==> config.mk <==
export PLATFORM = sky130hd
export DESIGN_NAME = uart_tx_framer
export DESIGN_NICKNAME = d
export VERILOG_FILES = /design/src/rtl/uart_tx_framer.sv
export SDC_FILE = /design/constraint.sdc
export NUM_CORES = 1
export LEC_CHECK = 0
export BUFFER_PORTS_ARGS = -buffer_cell sky130_fd_sc_hd__buf_4
export CORE_ASPECT_RATIO = 1.25
export CORE_MARGIN = 2
export CORE_UTILIZATION = 53
export CTS_CLUSTER_DIAMETER = 40
export DETAILED_ROUTE_END_ITERATION = 10
export GPL_ROUTABILITY_DRIVEN = 0
export PLACE_DENSITY = 0.74
export SYNTH_ARGS = -nofsm -noshare
export SYNTH_HDL_FRONTEND = slang
export SYNTH_SLANG_ARGS = --single-unit
==> constraint.sdc <==
create_clock -name clk -period 2.5 [get_ports clk]
set_input_delay 0.5 -clock clk [delete_from_list [all_inputs] [get_ports clk]]
set_output_delay 0.5 -clock clk [all_outputs]
set_load 0.02 [all_outputs]
==> src/rtl/uart_tx_framer.sv <==
// UART transmit framer: a small byte FIFO feeding a frame shifter that advances one bit per tick.
// Optional even-parity bit between data and stop, compiled in with `define UART_TX_PARITY_EN.
module uart_tx_framer #(
   parameter int DATA_BITS  = 8,
   parameter int FIFO_DEPTH = 4
) (
   input  logic                 clk,
   input  logic                 reset,
   input  logic                 tick,
   input  logic                 wr_en,
   input  logic [DATA_BITS-1:0] wr_data,
   output logic                 full,
   output logic                 busy,
   output logic                 done,
   output logic                 tx
);
   localparam int PW = $clog2(FIFO_DEPTH);
   localparam int CW = PW + 1;
   localparam int BW = (DATA_BITS > 1) ? $clog2(DATA_BITS) : 1;
   localparam logic [CW-1:0] FULL_CNT = CW'(FIFO_DEPTH);
   localparam logic [CW-1:0] CNT_ONE  = CW'(1);
   localparam logic [PW-1:0] PTR_ONE  = PW'(1);
   localparam logic [BW-1:0] LAST_BIT = BW'(DATA_BITS - 1);
   localparam logic [BW-1:0] BIT_ONE  = BW'(1);

   typedef enum logic [2:0] {
      IDLE  = 3'd0,
      START = 3'd1,
      DATA  = 3'd2,
`ifdef UART_TX_PARITY_EN
      PARITY = 3'd4,
`endif
      STOP  = 3'd3
   } state_t;

`ifdef UART_TX_PARITY_EN
   function automatic logic even_parity(input logic [DATA_BITS-1:0] d);
      even_parity = ^d;
   endfunction
`endif

   logic [DATA_BITS-1:0] mem_r [FIFO_DEPTH];
   logic [PW-1:0]        wr_ptr_r, rd_ptr_r;
   logic [CW-1:0]        count_r;
   logic                 push_s, pop_s, empty_s;
   logic [DATA_BITS-1:0] head_s;

   state_t               state_r, state_n_s;
   logic [DATA_BITS-1:0] shift_r, shift_n_s;
   logic [BW-1:0]        cnt_r, cnt_n_s;
   logic                 tx_r, tx_n_s;
   logic                 done_r, done_n_s;
`ifdef UART_TX_PARITY_EN
   logic                 par_r, par_n_s;
`endif

   assign empty_s = (count_r == {CW{1'b0}});
   assign full    = (count_r == FULL_CNT);
   assign busy    = (state_r != IDLE) | ~empty_s;
   assign push_s  = wr_en & ~full;
   assign head_s  = mem_r[rd_ptr_r];
   assign tx      = tx_r;
   assign done    = done_r;

   // FIFO storage and pointers; a same-cycle write to an empty FIFO is never popped on that edge
   always_ff @(posedge clk) begin
      if (reset) begin
         wr_ptr_r <= {PW{1'b0}};
         rd_ptr_r <= {PW{1'b0}};
         count_r  <= {CW{1'b0}};
      end else begin
         if (push_s) begin
            mem_r[wr_ptr_r] <= wr_data;
            wr_ptr_r        <= wr_ptr_r + PTR_ONE;
         end
         if (pop_s) begin
            rd_ptr_r <= rd_ptr_r + PTR_ONE;
         end
         case ({push_s, pop_s})
            2'b10:   count_r <= count_r + CNT_ONE;
            2'b01:   count_r <= count_r - CNT_ONE;
            default: count_r <= count_r;
         endcase
      end
   end

   // Frame sequencing: every transition, and every change of tx, waits for a tick
   always_comb begin
      state_n_s = state_r;
      shift_n_s = shift_r;
      cnt_n_s   = cnt_r;
      tx_n_s    = tx_r;
      done_n_s  = 1'b0;
      pop_s     = 1'b0;
`ifdef UART_TX_PARITY_EN
      par_n_s   = par_r;
`endif
      if (tick) begin
         case (state_r)
            IDLE: begin
               if (!empty_s) begin
                  pop_s = 1'b1;
               end else begin
                  tx_n_s = 1'b1;
               end
            end
            START: begin
               tx_n_s    = shift_r[0];
               shift_n_s = {1'b0, shift_r[DATA_BITS-1:1]};
               cnt_n_s   = {BW{1'b0}};
               state_n_s = DATA;
            end
            DATA: begin
               if (cnt_r == LAST_BIT) begin
`ifdef UART_TX_PARITY_EN
                  tx_n_s    = par_r;
                  state_n_s = PARITY;
`else
                  tx_n_s    = 1'b1;
                  state_n_s = STOP;
`endif
               end else begin
                  tx_n_s    = shift_r[0];
                  shift_n_s = {1'b0, shift_r[DATA_BITS-1:1]};
                  cnt_n_s   = cnt_r + BIT_ONE;
               end
            end
`ifdef UART_TX_PARITY_EN
            PARITY: begin
               tx_n_s    = 1'b1;
               state_n_s = STOP;
            end
`endif
            STOP: begin
               done_n_s = 1'b1;
               if (!empty_s) begin
                  pop_s = 1'b1;
               end else begin
                  tx_n_s    = 1'b1;
                  state_n_s = IDLE;
               end
            end
            default: begin
               tx_n_s    = 1'b1;
               state_n_s = IDLE;
            end
         endcase
      end else begin
         state_n_s = state_r;
      end
      if (pop_s) begin
         shift_n_s = head_s;
         tx_n_s    = 1'b0;
         state_n_s = START;
`ifdef UART_TX_PARITY_EN
         par_n_s   = even_parity(head_s);
`endif
      end else begin
         shift_n_s = shift_n_s;
      end
   end

   // Frame registers; reset aborts any frame in flight and returns the line to idle-high
   always_ff @(posedge clk) begin
      if (reset) begin
         state_r <= IDLE;
         shift_r <= {DATA_BITS{1'b0}};
         cnt_r   <= {BW{1'b0}};
         tx_r    <= 1'b1;
         done_r  <= 1'b0;
`ifdef UART_TX_PARITY_EN
         par_r   <= 1'b0;
`endif
      end else begin
         state_r <= state_n_s;
         shift_r <= shift_n_s;
         cnt_r   <= cnt_n_s;
         tx_r    <= tx_n_s;
         done_r  <= done_n_s;
`ifdef UART_TX_PARITY_EN
         par_r   <= par_n_s;
`endif
      end
   end
endmodule

==> results.py, run 1 <==
metrics = {
    "status": {
        "status": "finished clean",
    },
    "synthesis": {
        "synthesis.area_um2": 2456,
        "async_reset_ff_share_pct": 0,
        "synth_cell_types": 36,
        "yosysWarnings": 0,
        "syn-num-nets": 220,
        "synth-edff-count": 32,
        "synth-seq-cells": 56,
        "post_synthesis_cell_type_with_the_largest_combined_area": "sky130_fd_sc_hd__edfxtp_1",
        "ys_top_cells_by_area": "sky130_fd_sc_hd__edfxtp_1 39%, sky130_fd_sc_hd__dfxtp_1 20%, sky130_fd_sc_hd__mux4_2 7.3%, sky130_fd_sc_hd__ha_1 5.6%, sky130_fd_sc_hd__a311oi_1 2.9%",
        "syn_inst": 196,
        "syn_avg_cell_area_um2": 12.53,
        "yosys.area.top_type_share_pct": 39.12,
        "yosysSeqAreaShare_pct": 58.69,
        "postSynth.topFlopCell": "sky130_fd_sc_hd__edfxtp_1",
    },
    "clock_tree": {
        "post-cts-setup-buffer-count": 0,
        "cts-resized-gates": 0,
        "cts_tree": "yes",
        "clock_tree.htree_level_count": 2,
        "ctsHoldBuffers": 0,
        "clk-insertion-delay-late_ns": 0.31,
        "clk_transition_reported_paths_ns": 0.10,
        "clockRootBuffer": "sky130_fd_sc_hd__clkbuf_8",
        "cts_buffers": 5,
        "ctsLongestPathBuffers": 2,
        "clock-sinks": 56,
    },
    "global_routing": {
        "groute.layer.met1.usage_pct": 22.00,
        "grt_first_pass_wirelength_mm": 7.100,
        "grt.met3_usage_pct": 3.782,
        "grt_use_total_pct": 18.50,
        "pin_count_of_the_biggest_net_entering_global_routing": 26,
        "grt-busiest-layer": "met2",
        "global_route.overflow_total": 0,
        "number_of_antenna_violations_at_the_first_check_in_global_routing": 0,
        "grt_pass1_vias": 1488,
        "grtUsageMet2_pct": 33.09,
    },
    "worst_setup_path": {
        "worstSetupPathType": "register to register",
        "path_max_fanout": 4,
        "worst-endpoint-required_ns": 2.75,
        "critPathArrivalTime_ns": 2.59,
        "worstSetupEndpointType": "register",
        "crit_path_start_kind": "register",
    },
    "floorplanning": {
        "start_util_pct": 55.50,
        "floorplan.die_area_um2": 5198,
        "floorplan.die.height_um": 80.11,
        "io_pins": 16,
        "rows": 27,
        "fp.dieW_um": 64.89,
        "core_area_um2": 4425,
    },
    "route": {
        "initialDrtViolationCount": 60,
        "detailed_routing_iterations_pass_1": 4,
        "drt.antenna.violating_nets": 0,
        "final_routed_drc_violation_total": 0,
        "dr_total_vias": 1552,
        "avgViaCountPerCell": 5.791,
        "routed_wl_mm": 4.318,
        "post_drt_wl_per_cell_um": 16.11,
    },
    "power": {
        "overall_power_after_layout_w": 0.002543,
        "cellInternalPower_w": 0.001736,
        "static-leakage-power_nw": 0.9601,
        "sw_share_pct": 31.74,
        "portion_of_total_power_attributed_to_combinational_logic_pct": 29.2,
        "power.ir.vdd_worst_mv": 0.5200,
        "total_switching_power_w": 0.0008071,
        "p_seq_share_pct": 47.5,
        "clkPwrFrac_pct": 23.3,
        "p_per_area_nw_per_um2": 928.0,
    },
    "finish": {
        "layout.filler_cells": 341,
        "layout.nets": 233,
        "syn_to_final_growth_pct": 11.56,
        "diodes_inserted": 0,
        "drive_gt1_share_pct": 19.05,
    },
    "sta": {
        "final_worst_path_setup_slack_ns": 0.1587,
        "drv_slew": 0,
        "setup_viol": 0,
        "grt_setup_unrepaired": "false",
        "fmax_ghz": 0.4271,
        "slew_headroom_pct": 58.86,
        "final_min_period_over_clock_period_pct": 93.65,
        "clock-skew-final_ns": 0.01226,
        "hold_violations": 0,
        "layout_min_cycle_time_ns": 2.341,
        "totalNegativeSetupSlack_ns": 0,
        "tightest_slew_ns": 0.6130,
    },
    "min_path": {
        "hp-class": "input port to register",
    },
    "placement": {
        "placement.io_buffers": 15,
        "post-place-ws_ns": 0.05675,
        "post-dp-hpwl_mm": 3.043,
    },
    "flow_run": {
        "cap_violations": 0,
    },
}
==> critical path, stage by stage, from the launching register on <==
cell and delay (ns):
sky130_fd_sc_hd__dfxtp_4 0.37, sky130_fd_sc_hd__inv_1 0.12, sky130_fd_sc_hd__ha_4 0.23, sky130_fd_sc_hd__and2b_1 0.23, sky130_fd_sc_hd__nand2_2 0.07, sky130_fd_sc_hd__inv_2 0.06, sky130_fd_sc_hd__ha_1 0.16, sky130_fd_sc_hd__inv_1 0.06
sky130_fd_sc_hd__fa_1 0.38, sky130_fd_sc_hd__xor2_1 0.16, sky130_fd_sc_hd__or3_1 0.30, sky130_fd_sc_hd__a21oi_1 0.15
==> sequential cells by signal, indices dropped and copies added (netlist names), named ones only <==
register,cells
state_r,2
mem_r,32
wr_ptr_r,2
cnt_r,3
done,1
shift_r,8
rd_ptr_r,2
tx,1
count_r,3
==> cell usage in the layout, fill, tap and decap left out, types with 2 or more instances in the layout <==
| cell | instances |
|---|---|
| sky130_fd_sc_hd__buf_4 | 18 |
| sky130_fd_sc_hd__inv_1 | 9 |
| sky130_fd_sc_hd__edfxtp_1 | 32 |
| sky130_fd_sc_hd__o31ai_1 | 2 |
| sky130_fd_sc_hd__a311oi_1 | 8 |
| sky130_fd_sc_hd__inv_2 | 2 |
| sky130_fd_sc_hd__a21oi_1 | 13 |
| sky130_fd_sc_hd__nand2_1 | 5 |
| sky130_fd_sc_hd__xor2_1 | 2 |
| sky130_fd_sc_hd__nor3_1 | 9 |
| sky130_fd_sc_hd__dfxtp_1 | 22 |
| sky130_fd_sc_hd__nand2b_1 | 4 |
| sky130_fd_sc_hd__nand3_1 | 12 |
| sky130_fd_sc_hd__and3b_1 | 3 |
| sky130_fd_sc_hd__nor2_1 | 4 |
| sky130_fd_sc_hd__and2_1 | 5 |
| sky130_fd_sc_hd__mux4_2 | 8 |
| sky130_fd_sc_hd__or3_1 | 2 |
| sky130_fd_sc_hd__clkbuf_8 | 5 |
| sky130_fd_sc_hd__o21ai_1 | 4 |
| sky130_fd_sc_hd__ha_1 | 10 |
| sky130_fd_sc_hd__o21ai_0 | 12 |
| sky130_fd_sc_hd__clkinv_4 | 2 |
| sky130_fd_sc_hd__nor2b_1 | 2 |
==> layout make-up <==
type | count | area [um2] | share of cell area (%)
sequential | 56 | 1446 | 52.79
multi-input combinational | 117 | 928.4 | 33.88
clock buffer | 5 | 68.82 | 2.511
inverter | 11 | 41.29 | 1.507
clock inverter | 3 | 47.55 | 1.735
tap | 58 | 72.57 | 2.648
timing repair buffer | 18 | 135.1 | 4.932
==> cell usage after synthesis, types with 3 or more instances <==
cell	instances
sky130_fd_sc_hd__a21oi_1	13
sky130_fd_sc_hd__dfxtp_1	24
sky130_fd_sc_hd__nor2_1	4
sky130_fd_sc_hd__inv_1	9
sky130_fd_sc_hd__mux4_2	8
sky130_fd_sc_hd__nand3_1	12
sky130_fd_sc_hd__edfxtp_1	32
sky130_fd_sc_hd__ha_1	11
sky130_fd_sc_hd__o21ai_1	4
sky130_fd_sc_hd__and2_1	5
sky130_fd_sc_hd__nor3_1	9
sky130_fd_sc_hd__clkbuf_1	4
sky130_fd_sc_hd__and3b_1	3
sky130_fd_sc_hd__nand2_1	5
sky130_fd_sc_hd__nand2b_1	4
sky130_fd_sc_hd__buf_2	6
sky130_fd_sc_hd__o21ai_0	12
sky130_fd_sc_hd__a311oi_1	8
==> cell families after synthesis <==
| kind of cell | share of synthesized area (%) |
|---|---|
| flip-flops | 58.69 |
| AND/OR/NAND/NOR | 11.26 |
| AO/OA/AOI/OAI | 11.16 |
| buffers and inverters | 4.024 |
| adder cells (fa/ha/maj) | 6.419 |
| multiplexers | 7.743 |
| XOR/XNOR | 0.7133 |
==> power groups by stage <==
| stage | Clock [W] | Sequential [W] | Combinational (W) |
|---|---|---|---|
| after floorplan | 0 | 0.00117 | 0.000570 |
| after global placement | 0 | 0.00121 | 0.000689 |
| after detailed placement | 0 | 0.00123 | 0.000725 |
| after CTS | 0.000605 | 0.00120 | 0.000732 |
| after global routing | 0.000633 | 0.00123 | 0.000825 |
| final | 0.000593 | 0.00121 | 0.000743 |
==> routing by layer <==
layer,vias up,routed length (um)
met1,759,1827
li1,754,-
met5,-,0
met3,4,136
met4,0,40
met2,35,2314
==> path summary, 6_finish.rpt <==
path / start / endpoint / slack (ns) / depth (start not counted)
worst max-delay path: state_r[0] / count_r[2] / 0.16 / 11
worst min-delay path: wr_data[5] / mem_r[2][5] / 0.38 / 1
worst max register to register: state_r[0] / count_r[2] / 0.16 / 11
worst min register to register: cnt_r[1] / cnt_r[1] / 0.49 / 2
==> per-stage QoR <==
| step | std cells | util, % | hold WS, ns | instance area [um2] |
|---|---|---|---|---|
| 2_1_floorplan | 196 | - | 0.4529 | 2456 |
| 3_3_place_gp | 260 | 58.89 | 0.4603 | 2606 |
| 3_5_place_dp | 260 | 58.89 | 0.4817 | 2606 |
| 4_1_cts | 268 | 61.52 | 0.3786 | 2723 |
| 5_1_grt | 268 | 61.92 | 0.3771 | 2740 |
| 6_report | 268 | 61.92 | 0.3847 | 2740 |
No activity file was read; power rests on OpenSTA's default activity.
==> run 2, diff against run 1 <==
Settings changed: CELL_PAD_IN_SITES_DETAIL_PLACEMENT from default to 2, CELL_PAD_IN_SITES_GLOBAL_PLACEMENT from default to 2, CORE_UTILIZATION 53 to 37, PLACE_DENSITY 0.74 to default, PLACE_DENSITY_LB_ADDON from default to 0.1.
==> results.py, run 2 (synthesized netlist as in run 1, its figures left out) <==
metrics = {
    "status": {
        "status": "finished clean",
    },
    "sta": {
        "final_min_period_over_clock_period_pct": 92.84,
        "slew_headroom_pct": 51.99,
        "setup_viol": 0,
        "tightest_slew_ns": 0.7153,
        "fmax_ghz": 0.4309,
        "final_worst_path_setup_slack_ns": 0.1791,
        "clock-skew-final_ns": 0.008646,
        "grt_setup_unrepaired": "false",
        "drv_slew": 0,
        "hold_violations": 0,
        "layout_min_cycle_time_ns": 2.321,
        "totalNegativeSetupSlack_ns": 0,
    },
    "power": {
        "p_per_area_nw_per_um2": 942.0,
        "power.ir.vdd_worst_mv": 0.3474,
        "static-leakage-power_nw": 0.9682,
    },
    "global_routing": {
        "grt_use_total_pct": 16.89,
        "grtUsageMet2_pct": 31.94,
        "grt-busiest-layer": "met2",
        "pin_count_of_the_biggest_net_entering_global_routing": 26,
        "grt_pass1_vias": 1809,
        "global_route.overflow_total": 0,
        "number_of_antenna_violations_at_the_first_check_in_global_routing": 0,
        "grt.met3_usage_pct": 2.557,
        "grt_first_pass_wirelength_mm": 9.377,
        "groute.layer.met1.usage_pct": 18.88,
    },
    "worst_setup_path": {
        "cp_slowest_stage_delay_ns": 0.34,
        "worst-endpoint-required_ns": 2.75,
        "critical-path-slowest-cell": "sky130_fd_sc_hd__dfxtp_2",
        "path_max_fanout": 4,
        "crit_path_start_kind": "register",
        "timing.critical_path.cells": "inv_1, ha_4, and2b_1, nand2_2, inv_2, ha_1, inv_1, fa_2, xor2_1, or3_1, a21oi_1",
        "crit_top_cell": "sky130_fd_sc_hd__inv_1",
        "worstSetupPathType": "register to register",
        "critPathArrivalTime_ns": 2.57,
        "path_delay_family": "adder cells",
        "worstSetupEndpointType": "register",
        "critical_path_buf_inv_count": 3,
    },
    "route": {
        "post_drt_wl_per_cell_um": 18.69,
        "dr_total_vias": 1625,
        "drt.antenna.violating_nets": 0,
        "detailed_routing_iterations_pass_1": 4,
        "routed_wl_mm": 5.569,
        "final_routed_drc_violation_total": 0,
        "initialDrtViolationCount": 51,
        "avgViaCountPerCell": 5.453,
    },
    "finish": {
        "diodes_inserted": 0,
        "layout_commonest_cell": "sky130_fd_sc_hd__edfxtp_1",
        "most_used_cells_in_the_layout_excluding_fill_and_tap_cells": "32 x sky130_fd_sc_hd__edfxtp_1, 22 x sky130_fd_sc_hd__dfxtp_1, 19 x sky130_fd_sc_hd__buf_4",
        "layout.filler_cells": 665,
        "registers.top_by_ff_count": "mem_r",
        "top_registers": "mem_r: 32 flops, shift_r: 8 flops",
        "largest_register_ff_count": 32,
        "layout.nets": 234,
        "drive_gt1_share_pct": 20.38,
        "syn_to_final_growth_pct": 13.45,
    },
    "clock_tree": {
        "clock-sinks": 56,
        "clock_tree.htree_level_count": 2,
        "clockRootBuffer": "sky130_fd_sc_hd__clkbuf_8",
        "cts_buffers": 5,
        "clk_transition_reported_paths_ns": 0.10,
        "cts_tree": "yes",
        "clk-insertion-delay-late_ns": 0.32,
        "ctsLongestPathBuffers": 2,
    },
    "floorplanning": {
        "rows": 33,
        "floorplan.die.height_um": 95.09,
        "floorplan.die_area_um2": 7310,
        "start_util_pct": 37.89,
        "fp.dieW_um": 76.88,
        "io_pins": 16,
        "core_area_um2": 6482,
    },
    "placement": {
        "post-dp-hpwl_mm": 3.996,
        "placement.io_buffers": 15,
        "post-place-ws_ns": -0.03230,
    },
    "flow_run": {
        "cap_violations": 0,
    },
    "min_path": {
        "hp-class": "input port to register",
    },
}
## run 2: path summary, 6_finish.rpt
| kind | slack, ns | cells after the start | to | from |
|---|---|---|---|---|
| worst min-delay path | 0.37 | 1 | mem_r[0][5] | wr_data[5] |
| worst max register to register | 0.18 | 11 | count_r[2] | state_r[0] |
| worst max-delay path | 0.18 | 11 | count_r[2] | state_r[0] |
| worst min register to register | 0.49 | 2 | cnt_r[1] | cnt_r[1] |
## run 2: power by group
| group | switching, W | internal, W |
|---|---|---|
| Combinational | 0.000446 | 0.000344 |
| Clock | 0.000316 | 0.000309 |
| Sequential | 0.000110 | 0.00110 |
## run 2: worst register-to-register path, delay by kind of cell (launching register included)
kind | cells | cell delay [ns]
buffers and inverters | 3 | 0.25
adders and majority gates | 3 | 0.75
and+or+nand+nor | 3 | 0.60
DFF | 1 | 0.34
xor gates and xnor gates | 1 | 0.16
AOI/OAI and AO/OA | 1 | 0.16
## run 2: what timing repair did
| item | CTS | global route |
|---|---|---|
| setup endpoints to repair | 1 | 1 |
| hold buffers | 0 | 0 |
| setup buffers | 1 | 0 |
| resized for setup | 2 | 3 |
## run 2: through the flow
stage	hold slack (ns)	instances	cell area, um2	power, W	util [%]
global placement	0.4600	289	2643	0.001935	40.76
detailed placement	0.4803	289	2643	0.002002	40.76
finish	0.3740	298	2786	0.002625	42.98
CTS	0.3595	298	2771	0.002651	42.75
floorplan	0.4529	196	2456	0.001744	-
global route	0.3658	298	2786	0.002806	42.98
## run 2: final cells by class
cell class	count	area [um2]	share of cell area, %
inverters	11	41.29	1.482
flip-flops and latches	56	1444	51.82
clock buffers	5	68.82	2.470
clock inverters	3	50.05	1.796
repair buffers	19	142.6	5.119
multi-input cells	117	930.9	33.41
well taps	87	108.9	3.907
## run 2: routing by layer
metal	up-vias	routed length [um]
met5	-	0
met4	0	99
met3	8	104
met2	21	3020
met1	837	2345
li1	759	-
